$ cat src/rtl/snake_body_engine.sv
// Snake body/motion engine: head steering, segment shift register, growth, collisions, game FSM.
// Define WRAP_AROUND_EN to make the playfield toroidal instead of walls being fatal.
module snake_body_engine #(
   parameter int unsigned MAX_LEN  = 16,
   parameter int unsigned INIT_LEN = 3,
   parameter int unsigned COORD_W  = 11,
   parameter int unsigned STEP     = 10,
   parameter int unsigned H_MIN    = 0,
   parameter int unsigned H_MAX    = 630,
   parameter int unsigned V_MIN    = 0,
   parameter int unsigned V_MAX    = 470,
   parameter int unsigned START_H  = 320,
   parameter int unsigned START_V  = 240,
   localparam int unsigned LEN_W   = $clog2(MAX_LEN + 1)
) (
   input  logic                       clk,
   input  logic                       rst,
   input  logic                       start,
   input  logic                       step_en,
   input  logic                       dir_valid,
   input  logic [1:0]                 dir_in,
   input  logic [COORD_W-1:0]         food_h,
   input  logic [COORD_W-1:0]         food_v,
   output logic [MAX_LEN*COORD_W-1:0] seg_h_flat,
   output logic [MAX_LEN*COORD_W-1:0] seg_v_flat,
   output logic [MAX_LEN-1:0]         seg_active,
   output logic [LEN_W-1:0]           length,
   output logic                       food_eaten,
   output logic                       lose,
   output logic                       win,
   output logic                       running
);

   typedef enum logic [1:0] {StIdle, StRun, StLose, StWin} state_e;
   typedef logic [COORD_W-1:0] coord_t;

   state_e           state_q, state_d;
   coord_t           seg_h_q [MAX_LEN];
   coord_t           seg_h_d [MAX_LEN];
   coord_t           seg_v_q [MAX_LEN];
   coord_t           seg_v_d [MAX_LEN];
   coord_t           init_h  [MAX_LEN];
   coord_t           init_v  [MAX_LEN];
   logic [LEN_W-1:0] length_q, length_d;
   logic [1:0]       cur_dir_q, cur_dir_d;
   logic [1:0]       pend_dir_q, pend_dir_d;
   logic             food_eaten_q, food_eaten_d;

   coord_t           next_h, next_v;
   logic             edge_hit, wall_lose, self_hit, grow;
   int unsigned      hh, hv, lim;

   function automatic logic is_opposite(input logic [1:0] a, input logic [1:0] b);
      return (a[1] == b[1]) && (a[0] != b[0]);
   endfunction

   always_comb begin
      for (int unsigned i = 0; i < MAX_LEN; i++) begin
         init_h[i] = coord_t'(START_H - i * STEP);
         init_v[i] = coord_t'(START_V);
      end
   end

   // Candidate head position; edge_hit flags a step that would leave the legal range.
   always_comb begin
      hh       = 32'(seg_h_q[0]);
      hv       = 32'(seg_v_q[0]);
      next_h   = seg_h_q[0];
      next_v   = seg_v_q[0];
      edge_hit = 1'b0;
      unique case (pend_dir_q)
         2'b00: begin
            edge_hit = (hh + STEP > H_MAX);
            next_h   = edge_hit ? coord_t'(H_MIN) : coord_t'(hh + STEP);
         end
         2'b01: begin
            edge_hit = (hh < H_MIN + STEP);
            next_h   = edge_hit ? coord_t'(H_MAX) : coord_t'(hh - STEP);
         end
         2'b10: begin
            edge_hit = (hv < V_MIN + STEP);
            next_v   = edge_hit ? coord_t'(V_MAX) : coord_t'(hv - STEP);
         end
         2'b11: begin
            edge_hit = (hv + STEP > V_MAX);
            next_v   = edge_hit ? coord_t'(V_MIN) : coord_t'(hv + STEP);
         end
      endcase
`ifdef WRAP_AROUND_EN
      wall_lose = 1'b0;
`else
      wall_lose = edge_hit;
`endif
      grow     = (next_h == food_h) && (next_v == food_v);
      // The tail vacates its slot on a plain move, but stays put when growing.
      lim      = 32'(length_q) + (grow ? 32'd1 : 32'd0);
      self_hit = 1'b0;
      for (int unsigned j = 0; j < MAX_LEN; j++) begin
         if ((j + 1 < lim) && (seg_h_q[j] == next_h) && (seg_v_q[j] == next_v)) begin
            self_hit = 1'b1;
         end
      end
   end

   always_comb begin
      state_d      = state_q;
      seg_h_d      = seg_h_q;
      seg_v_d      = seg_v_q;
      length_d     = length_q;
      cur_dir_d    = cur_dir_q;
      pend_dir_d   = pend_dir_q;
      food_eaten_d = 1'b0;
      unique case (state_q)
         StIdle, StLose, StWin: begin
            if (start) begin
               state_d    = StRun;
               seg_h_d    = init_h;
               seg_v_d    = init_v;
               length_d   = LEN_W'(INIT_LEN);
               cur_dir_d  = 2'b00;
               pend_dir_d = 2'b00;
            end
         end
         StRun: begin
            if (step_en) begin
               cur_dir_d = pend_dir_q;
               if (wall_lose || self_hit) begin
                  state_d = StLose;
               end else begin
                  for (int unsigned i = 1; i < MAX_LEN; i++) begin
                     seg_h_d[i] = seg_h_q[i-1];
                     seg_v_d[i] = seg_v_q[i-1];
                  end
                  seg_h_d[0] = next_h;
                  seg_v_d[0] = next_v;
                  if (grow) begin
                     length_d     = length_q + 1'b1;
                     food_eaten_d = 1'b1;
                     if (32'(length_q) + 1 == MAX_LEN) state_d = StWin;
                  end
               end
            end
            // Reversal is judged against the direction in force after this cycle.
            if (dir_valid && !is_opposite(dir_in, cur_dir_d)) pend_dir_d = dir_in;
         end
      endcase
   end

   always_ff @(posedge clk) begin
      if (rst) begin
         state_q      <= StIdle;
         seg_h_q      <= init_h;
         seg_v_q      <= init_v;
         length_q     <= LEN_W'(INIT_LEN);
         cur_dir_q    <= 2'b00;
         pend_dir_q   <= 2'b00;
         food_eaten_q <= 1'b0;
      end else begin
         state_q      <= state_d;
         seg_h_q      <= seg_h_d;
         seg_v_q      <= seg_v_d;
         length_q     <= length_d;
         cur_dir_q    <= cur_dir_d;
         pend_dir_q   <= pend_dir_d;
         food_eaten_q <= food_eaten_d;
      end
   end

   always_comb begin
      seg_h_flat = '0;
      seg_v_flat = '0;
      seg_active = '0;
      for (int unsigned i = 0; i < MAX_LEN; i++) begin
         seg_h_flat[i*COORD_W +: COORD_W] = seg_h_q[i];
         seg_v_flat[i*COORD_W +: COORD_W] = seg_v_q[i];
         seg_active[i]                    = (i < 32'(length_q));
      end
   end

   assign length     = length_q;
   assign food_eaten = food_eaten_q;
   assign lose       = (state_q == StLose);
   assign win        = (state_q == StWin);
   assign running    = (state_q == StRun);

endmodule
$ cat config.mk
export PLATFORM = sky130hd
export DESIGN_NAME = snake_body_engine
export DESIGN_NICKNAME = d
export VERILOG_FILES = /design/src/rtl/snake_body_engine.sv
export SDC_FILE = /design/constraint.sdc
export NUM_CORES = 1
export LEC_CHECK = 0
export BUFFER_PORTS_ARGS = -buffer_cell sky130_fd_sc_hd__buf_2
export CORE_MARGIN = 2
export CORE_UTILIZATION = 55
export CTS_CLUSTER_DIAMETER = 150
export DETAILED_ROUTE_END_ITERATION = 8
export PLACE_DENSITY = 0.82
export SYNTH_ARGS = -nofsm -noshare
export SYNTH_HDL_FRONTEND = slang
export SYNTH_SLANG_ARGS = --single-unit
export TNS_END_PERCENT = 20
$ cat constraint.sdc
create_clock -name clk -period 13.1 [get_ports clk]
set_clock_uncertainty 0.05 [all_clocks]
set_input_delay 0.655 -clock clk [delete_from_list [all_inputs] [get_ports clk]]
set_output_delay 0.655 -clock clk [all_outputs]
set_load 0.02 [all_outputs]
==> results.yml, run 1 <==
critical_path:
  crit_path_max_incr_delay_ps: 940
  critPathMaxFanout: 53
  reg2reg_setup_slack_ps: 1760
  worst_setup_path_startpoint: "seg_h_flat[4]"
  cp-start-kind: "flip-flop"
  worst_ep_arrival_time_ps: 11780
  crit_type: "reg -> reg"
  worst-r2r-cell-count: 28
  r2r-end: "seg_h_flat[106]"
  highest_delay_cell_along_the_critical_path: "sky130_fd_sc_hd__nand2_1"
  cp.required_ps: 13530
  worst_path_most_repeated_cell: "sky130_fd_sc_hd__buf_4"
  endpoint_kind: "flip-flop"
  regToRegStartpoint: "seg_h_flat[4]"
clocking:
  clock_tree.buffer_depth: 3
  clock-root-buffer: "sky130_fd_sc_hd__clkbuf_16"
  tritoncts_num_sinks: 364
  cts_inserted_buffers: 37
  post_cts_resize_count: 0
  clock_transition_at_the_register_clock_pins_on_the_worst_setup_and_hold_paths_after_cts_ps: 60
  insertion_delay_ps: 550
  tritoncts_clock_tree: "done"
  ctsHtreeMaxLevel: 2
  cts_hold_buf: 0
  post-cts-setup-buffers: 0
timing:
  finalWorstPathRequiredPeriod_ps: 11340
  relSlewSlack_pct: 22.07
  finalSetupViolCount: 0
  final-max-slew-violation-count: 0
  rsz_0062_raised_after_global_routing: "no"
  fin_setup_tns_ps: 0
  period_share_pct: 86.58
  report.final.hold_viol_count: 0
  max_slew.worst_pin.slew_ps: 1166
  timing.fmax_ghz: 0.08816
finish:
  synthToLayoutAreaGrowth_pct: 18.82
  fillerInstances: 2738
  finalInstanceArea_mm2: 0.02178
  layout-drive-gt1-share_pct: 23.78
  diode_count: 0
  finish.net_count: 2297
  final-instance-count-excl-fill: 2730
floorplan:
  chipWidth_um: 186.5
  design.die.area_mm2: 0.03480
  placement_rows: 66
  die_height_um: 186.5
  coreArea_mm2: 0.03270
  pin_count: 406
  initial_core_utilization_pct: 56.04
grt:
  pin_count_of_the_biggest_net_entering_global_routing: 124
  grt_antenna_before_repair: 2
  first_global_vias: 17400
  wire_length_of_the_first_global_routing_pass_um: 120300
  overflow: 0
  grt_use_total_pct: 45.59
run_status:
  run_status: "complete, no violations"
routing:
  m1WireLength_um: 31390
  detail_route.wl_per_cell_um: 30.55
  dr.max_layer_used: "met5"
  vias: 19350
  met2_length_um: 35110
  totalWireLength_um: 83400
  ant_nets: 0
  detail_route.drc_violations: 0
  drt_iter0_markers: 2946
  vias_per_cell: 7.086
  routed-wl-met3_um: 12010
  first_pass_iters: 6
pwr:
  pwr_density_cell_mw_per_mm2: 112.4
  worst_ir_drop_vdd_v: 0.0001062
  p_leak_nw: 8.805
synthesis:
  post_synth_inst_count: 1940
  yosys.area.top_type_share_pct: 39.76
  yosysUniqueCellTypes: 85
  postSynth.asyncResetShare_pct: 0
  ys_seq_elements: 364
  synth_top_cells_by_area: "sky130_fd_sc_hd__dfxtp_1 40%, sky130_fd_sc_hd__a22o_1 10%, sky130_fd_sc_hd__xnor2_1 7.4%"
  avgSynthCellArea_um2: 9.447
  mappedNetlistNets: 1976
  yosysMostFrequentCell: "sky130_fd_sc_hd__dfxtp_1"
  synth_enable_flop_cells: 0
  number_of_warnings_issued_by_yosys: 0
  synth.cells.most_frequent: "364 x sky130_fd_sc_hd__dfxtp_1, 216 x sky130_fd_sc_hd__a22o_1, 154 x sky130_fd_sc_hd__xnor2_1"
  synthFlopType: "sky130_fd_sc_hd__dfxtp_1"
  ys_seq_area_share_pct: 39.76
  synth_top_cell_by_area: "sky130_fd_sc_hd__dfxtp_1"
  post_synth_design_cell_area_mm2: 0.01833
worst_hold_path:
  hp-start: "dir_in[0]"
  hold-path-cell-count: 3
  whs_endpoint: "pend_dir_q[0]"
  worst_hold_check_path_type: "in -> reg"
placement:
  dp_hpwl_um: 59510
  dp.cells: 2664
  weighted_congestion_at_the_end_of_routability_driven_global_placement: 1.126
  place.port_buffers: 405
  placedInstanceArea_mm2: 0.02054
job:
  maxCapViolations: 0
==> registers in the layout, indices dropped and copies added (netlist names) <==
register	flops
state_q	2
seg_v_flat	176
length	5
cur_dir_q	2
food_eaten	1
pend_dir_q	2
seg_h_flat	176
==> per-layer routing <==
metal | global-route usage (%) | vias up
li1 | - | 8037
met1 | 60.52 | 9226
met2 | 67.88 | 1727
met3 | 13.69 | 354
met4 | 21.70 | 2
met5 | 0 | -
==> report_power, final <==
part	switching [mW]	internal, mW
registers	0.0290	1.12
logic	0.154	0.0698
clock network	0.461	0.616
total	0.644	1.80
==> kinds of logic (layout without fill, tap and decap cells) <==
kind of cell	after synthesis	count (layout)	synth area share, %
simple gates	436	436	12.93
compound gates	667	667	28.95
fa+ha+maj	7	7	0.4779
flops	364	364	39.76
mux	11	11	0.6213
buf+inv	193	541	4.731
xor+xnor	262	262	12.52
==> metrics by stage <==
step | utilization (%) | hold WS, ps | setup WS, ps | total power, mW
finish | 66.59 | 353.1 | 1758 | 2.449
detailed placement | 62.81 | 475.9 | 2431 | 1.384
CTS | 66.59 | 344.1 | 2354 | 2.432
global placement | 62.81 | 464.8 | 2430 | 1.382
floorplan | - | 434.9 | 5637 | 1.302
global route | 66.59 | 363.8 | 1505 | 2.498
==> area by class of cell <==
cell class	instances	area, um2	share of cell area [%]
Sequential cell	364	7287	33.46
Multi-Input combinational cell	1383	10220	46.93
Clock buffer	57	1122	5.154
Inverter	22	82.58	0.3792
Timing Repair Buffer	453	2400	11.02
Clock inverter	9	112.6	0.5171
Tap cell	442	553.0	2.540
==> worst max path at each step <==
stage               slack (ps)              end  cells after the start
detailed placement        2430   seg_v_flat[94]                     28
floorplan                 5640   seg_v_flat[55]                     30
global placement          2430  seg_v_flat[136]                     28
global route              1500   seg_h_flat[95]                     28
finish                    1760  seg_h_flat[106]                     28
CTS                       2350  seg_v_flat[126]                     28
==> layout by cell type, fill, tap and decap left out, types with 60 or more instances in the layout <==
| master | count |
|---|---|
| sky130_fd_sc_hd__a21oi_1 | 60 |
| sky130_fd_sc_hd__a22o_1 | 216 |
| sky130_fd_sc_hd__buf_2 | 405 |
| sky130_fd_sc_hd__dfxtp_1 | 364 |
| sky130_fd_sc_hd__nand2_1 | 77 |
| sky130_fd_sc_hd__nor2_1 | 67 |
| sky130_fd_sc_hd__o21ai_0 | 61 |
| sky130_fd_sc_hd__o22a_1 | 117 |
| sky130_fd_sc_hd__xnor2_1 | 154 |
| sky130_fd_sc_hd__xor2_1 | 108 |
==> critical path: cells and delay by family (launching register included) <==
kind	cells	cell delay, ps
buffers and inverters	4	1400
DFF	1	710
AOI/OAI and AO/OA	7	2260
xor gates and xnor gates	1	350
adders and majority gates	2	770
and+or+nand+nor	14	5660
No activity file was read; power rests on OpenSTA's default activity.
==> run 2, diff against run 1 <==
--- a/config.mk
+++ b/config.mk
@@ -6,11 +6,12 @@
 export NUM_CORES = 1
 export LEC_CHECK = 0
 export BUFFER_PORTS_ARGS = -buffer_cell sky130_fd_sc_hd__buf_2
-export CORE_MARGIN = 2
+export CORE_MARGIN = 3
 export CORE_UTILIZATION = 55
 export CTS_CLUSTER_DIAMETER = 150
 export DETAILED_ROUTE_END_ITERATION = 8
 export PLACE_DENSITY = 0.82
+export RECOVER_POWER = 50
 export SYNTH_ARGS = -nofsm -noshare
 export SYNTH_HDL_FRONTEND = slang
 export SYNTH_SLANG_ARGS = --single-unit
==> results.yml, run 2 (synthesis results as in run 1) <==
grt:
  busiest_layer_in_global_routing: "met2"
  first_global_vias: 17890
  wire_length_of_the_first_global_routing_pass_um: 124800
  grt_use_total_pct: 46.55
  grtUsageMet2_pct: 68.16
  pin_count_of_the_biggest_net_entering_global_routing: 217
  global_route.usage.met1_pct: 62.60
  met3_usage_pct: 14.18
  overflow: 0
  grt_antenna_before_repair: 0
finish:
  mostFrequentLayoutCells: "372 x sky130_fd_sc_hd__clkbuf_1, 364 x sky130_fd_sc_hd__dfxtp_1, 216 x sky130_fd_sc_hd__a22o_1, 154 x sky130_fd_sc_hd__xnor2_1, 117 x sky130_fd_sc_hd__o22a_1"
  fillerInstances: 2865
  finish.net_count: 2302
  layout_commonest_cell: "sky130_fd_sc_hd__clkbuf_1"
  layout-drive-gt1-share_pct: 8.275
  diode_count: 0
  synthToLayoutAreaGrowth_pct: 17.01
  postLayoutCoreUtil_pct: 65.57
routing:
  detail_route.wl_per_cell_um: 31.81
  vias_per_cell: 7.205
  vias: 19730
  totalWireLength_um: 87110
  drt_iter0_markers: 3288
  detail_route.drc_violations: 0
  ant_nets: 0
  first_pass_iters: 7
clocking:
  clock_tree.buffer_depth: 3
  tritoncts_num_sinks: 364
  post-cts-setup-buffers: 0
  clock-root-buffer: "sky130_fd_sc_hd__clkbuf_16"
  cts_inserted_buffers: 38
  cts_hold_buf: 0
  tritoncts_clock_tree: "done"
  post_cts_resize_count: 0
  clock_transition_at_the_register_clock_pins_on_the_worst_setup_and_hold_paths_after_cts_ps: 70
  ctsHtreeMaxLevel: 2
  insertion_delay_ps: 580
critical_path:
  endpoint_kind: "flip-flop"
  worst_path_most_repeated_cell: "sky130_fd_sc_hd__buf_4"
  worst_ep_arrival_time_ps: 11840
  regToRegStartpoint: "seg_v_flat[4]"
  critical_path.endpoint: "seg_v_flat[49]"
  reg2reg_setup_slack_ps: 1700
  crit_path_max_incr_delay_ps: 970
  r2r-end: "seg_v_flat[49]"
  worst_setup_path_startpoint: "seg_v_flat[4]"
  cp.required_ps: 13540
  highest_delay_cell_along_the_critical_path: "sky130_fd_sc_hd__nor4_1"
  crit_type: "reg -> reg"
  worst-r2r-cell-count: 28
  cp-start-kind: "flip-flop"
  critPathMaxFanout: 60
floorplan:
  design.die.area_mm2: 0.03555
  coreArea_mm2: 0.03270
  initial_core_utilization_pct: 56.04
  chipWidth_um: 188.5
  die_height_um: 188.5
  pin_count: 406
  placement_rows: 66
pwr:
  pwr_density_cell_mw_per_mm2: 117.0
  p_leak_nw: 7.686
  worst_ir_drop_vdd_v: 0.0001346
timing:
  finalSetupViolCount: 0
  report.final.hold_viol_count: 0
  timing.hold.ws_ps: 323.2
  timing.fmax_ghz: 0.08775
  period_share_pct: 87.00
  max_slew.worst_pin.slew_ps: 1455
  finalWorstPathRequiredPeriod_ps: 11400
  relSlewSlack_pct: 2.993
  fin_setup_tns_ps: 0
  rsz_0062_raised_after_global_routing: "no"
  final-max-slew-violation-count: 0
worst_hold_path:
  worst_hold_check_path_type: "in -> reg"
placement:
  weighted_congestion_at_the_end_of_routability_driven_global_placement: 1.058
  dp_hpwl_um: 61210
  place.port_buffers: 405
run_status:
  run_status: "complete, no violations"
job:
  maxCapViolations: 0
-- run 2: worst min-delay path by stage --
stage | startpoint | to | slack [ps] | cells past startpoint
2_1_floorplan | state_q[0] | state_q[0] | 430 | 2
3_3_place_gp | state_q[0] | state_q[0] | 460 | 2
3_5_place_dp | state_q[0] | state_q[0] | 470 | 2
4_1_cts | dir_in[1] | pend_dir_q[1] | 320 | 3
5_1_grt | dir_in[1] | pend_dir_q[1] | 350 | 3
6_report | dir_in[1] | pend_dir_q[1] | 320 | 3
-- run 2: cell type report --
type	count	area, um2	area share, %
clock buffers	55	1105	5.152
clock inverters	15	206.4	0.9628
inverters	22	82.58	0.3851
multi-input cells	1383	10220	47.68
flip-flops and latches	364	7287	33.98
well taps	442	553.0	2.579
repair buffers	457	1984	9.254
-- run 2: layer usage --
layer  part of all wire [%]  vias to the layer above  wire, um
met5                      0                        -         0
met4                    6.4                        0      5603
met3                     16                      396     13590
met2                     41                     1824     35910
met1                     37                     9448     32000
li1                       -                     8058         -
-- run 2: critical path: cells and delay by family, from the launching register on --
kind / cells / cell delay (ps)
AO/OA/AOI/OAI: 8 / 2540
XOR/XNOR: 2 / 350
adder cells (fa/ha/maj): 2 / 880
buffers and inverters: 4 / 2130
flip-flops: 1 / 310
AND/OR/NAND/NOR: 12 / 4950
-- run 2: stage by stage --
stage / instances / setup WS, ps / power, mW / instance area, um2
global placement: 2668 / 2634 / 1.388 / 20590
CTS: 2738 / 2371 / 2.493 / 21900
finish: 2738 / 1703 / 2.509 / 21440
global route: 2738 / 1466 / 2.555 / 21440
detailed placement: 2668 / 2452 / 1.390 / 20590
floorplan: 1940 / 5637 / 1.302 / 18330
-- run 2: power by group --
| part | switching, mW | leakage, nW | internal [mW] |
|---|---|---|---|
| Sequential | 0.0293 | 2.94 | 1.12 |
| Combinational | 0.161 | 4.10 | 0.0663 |
| Clock | 0.480 | 0.638 | 0.654 |
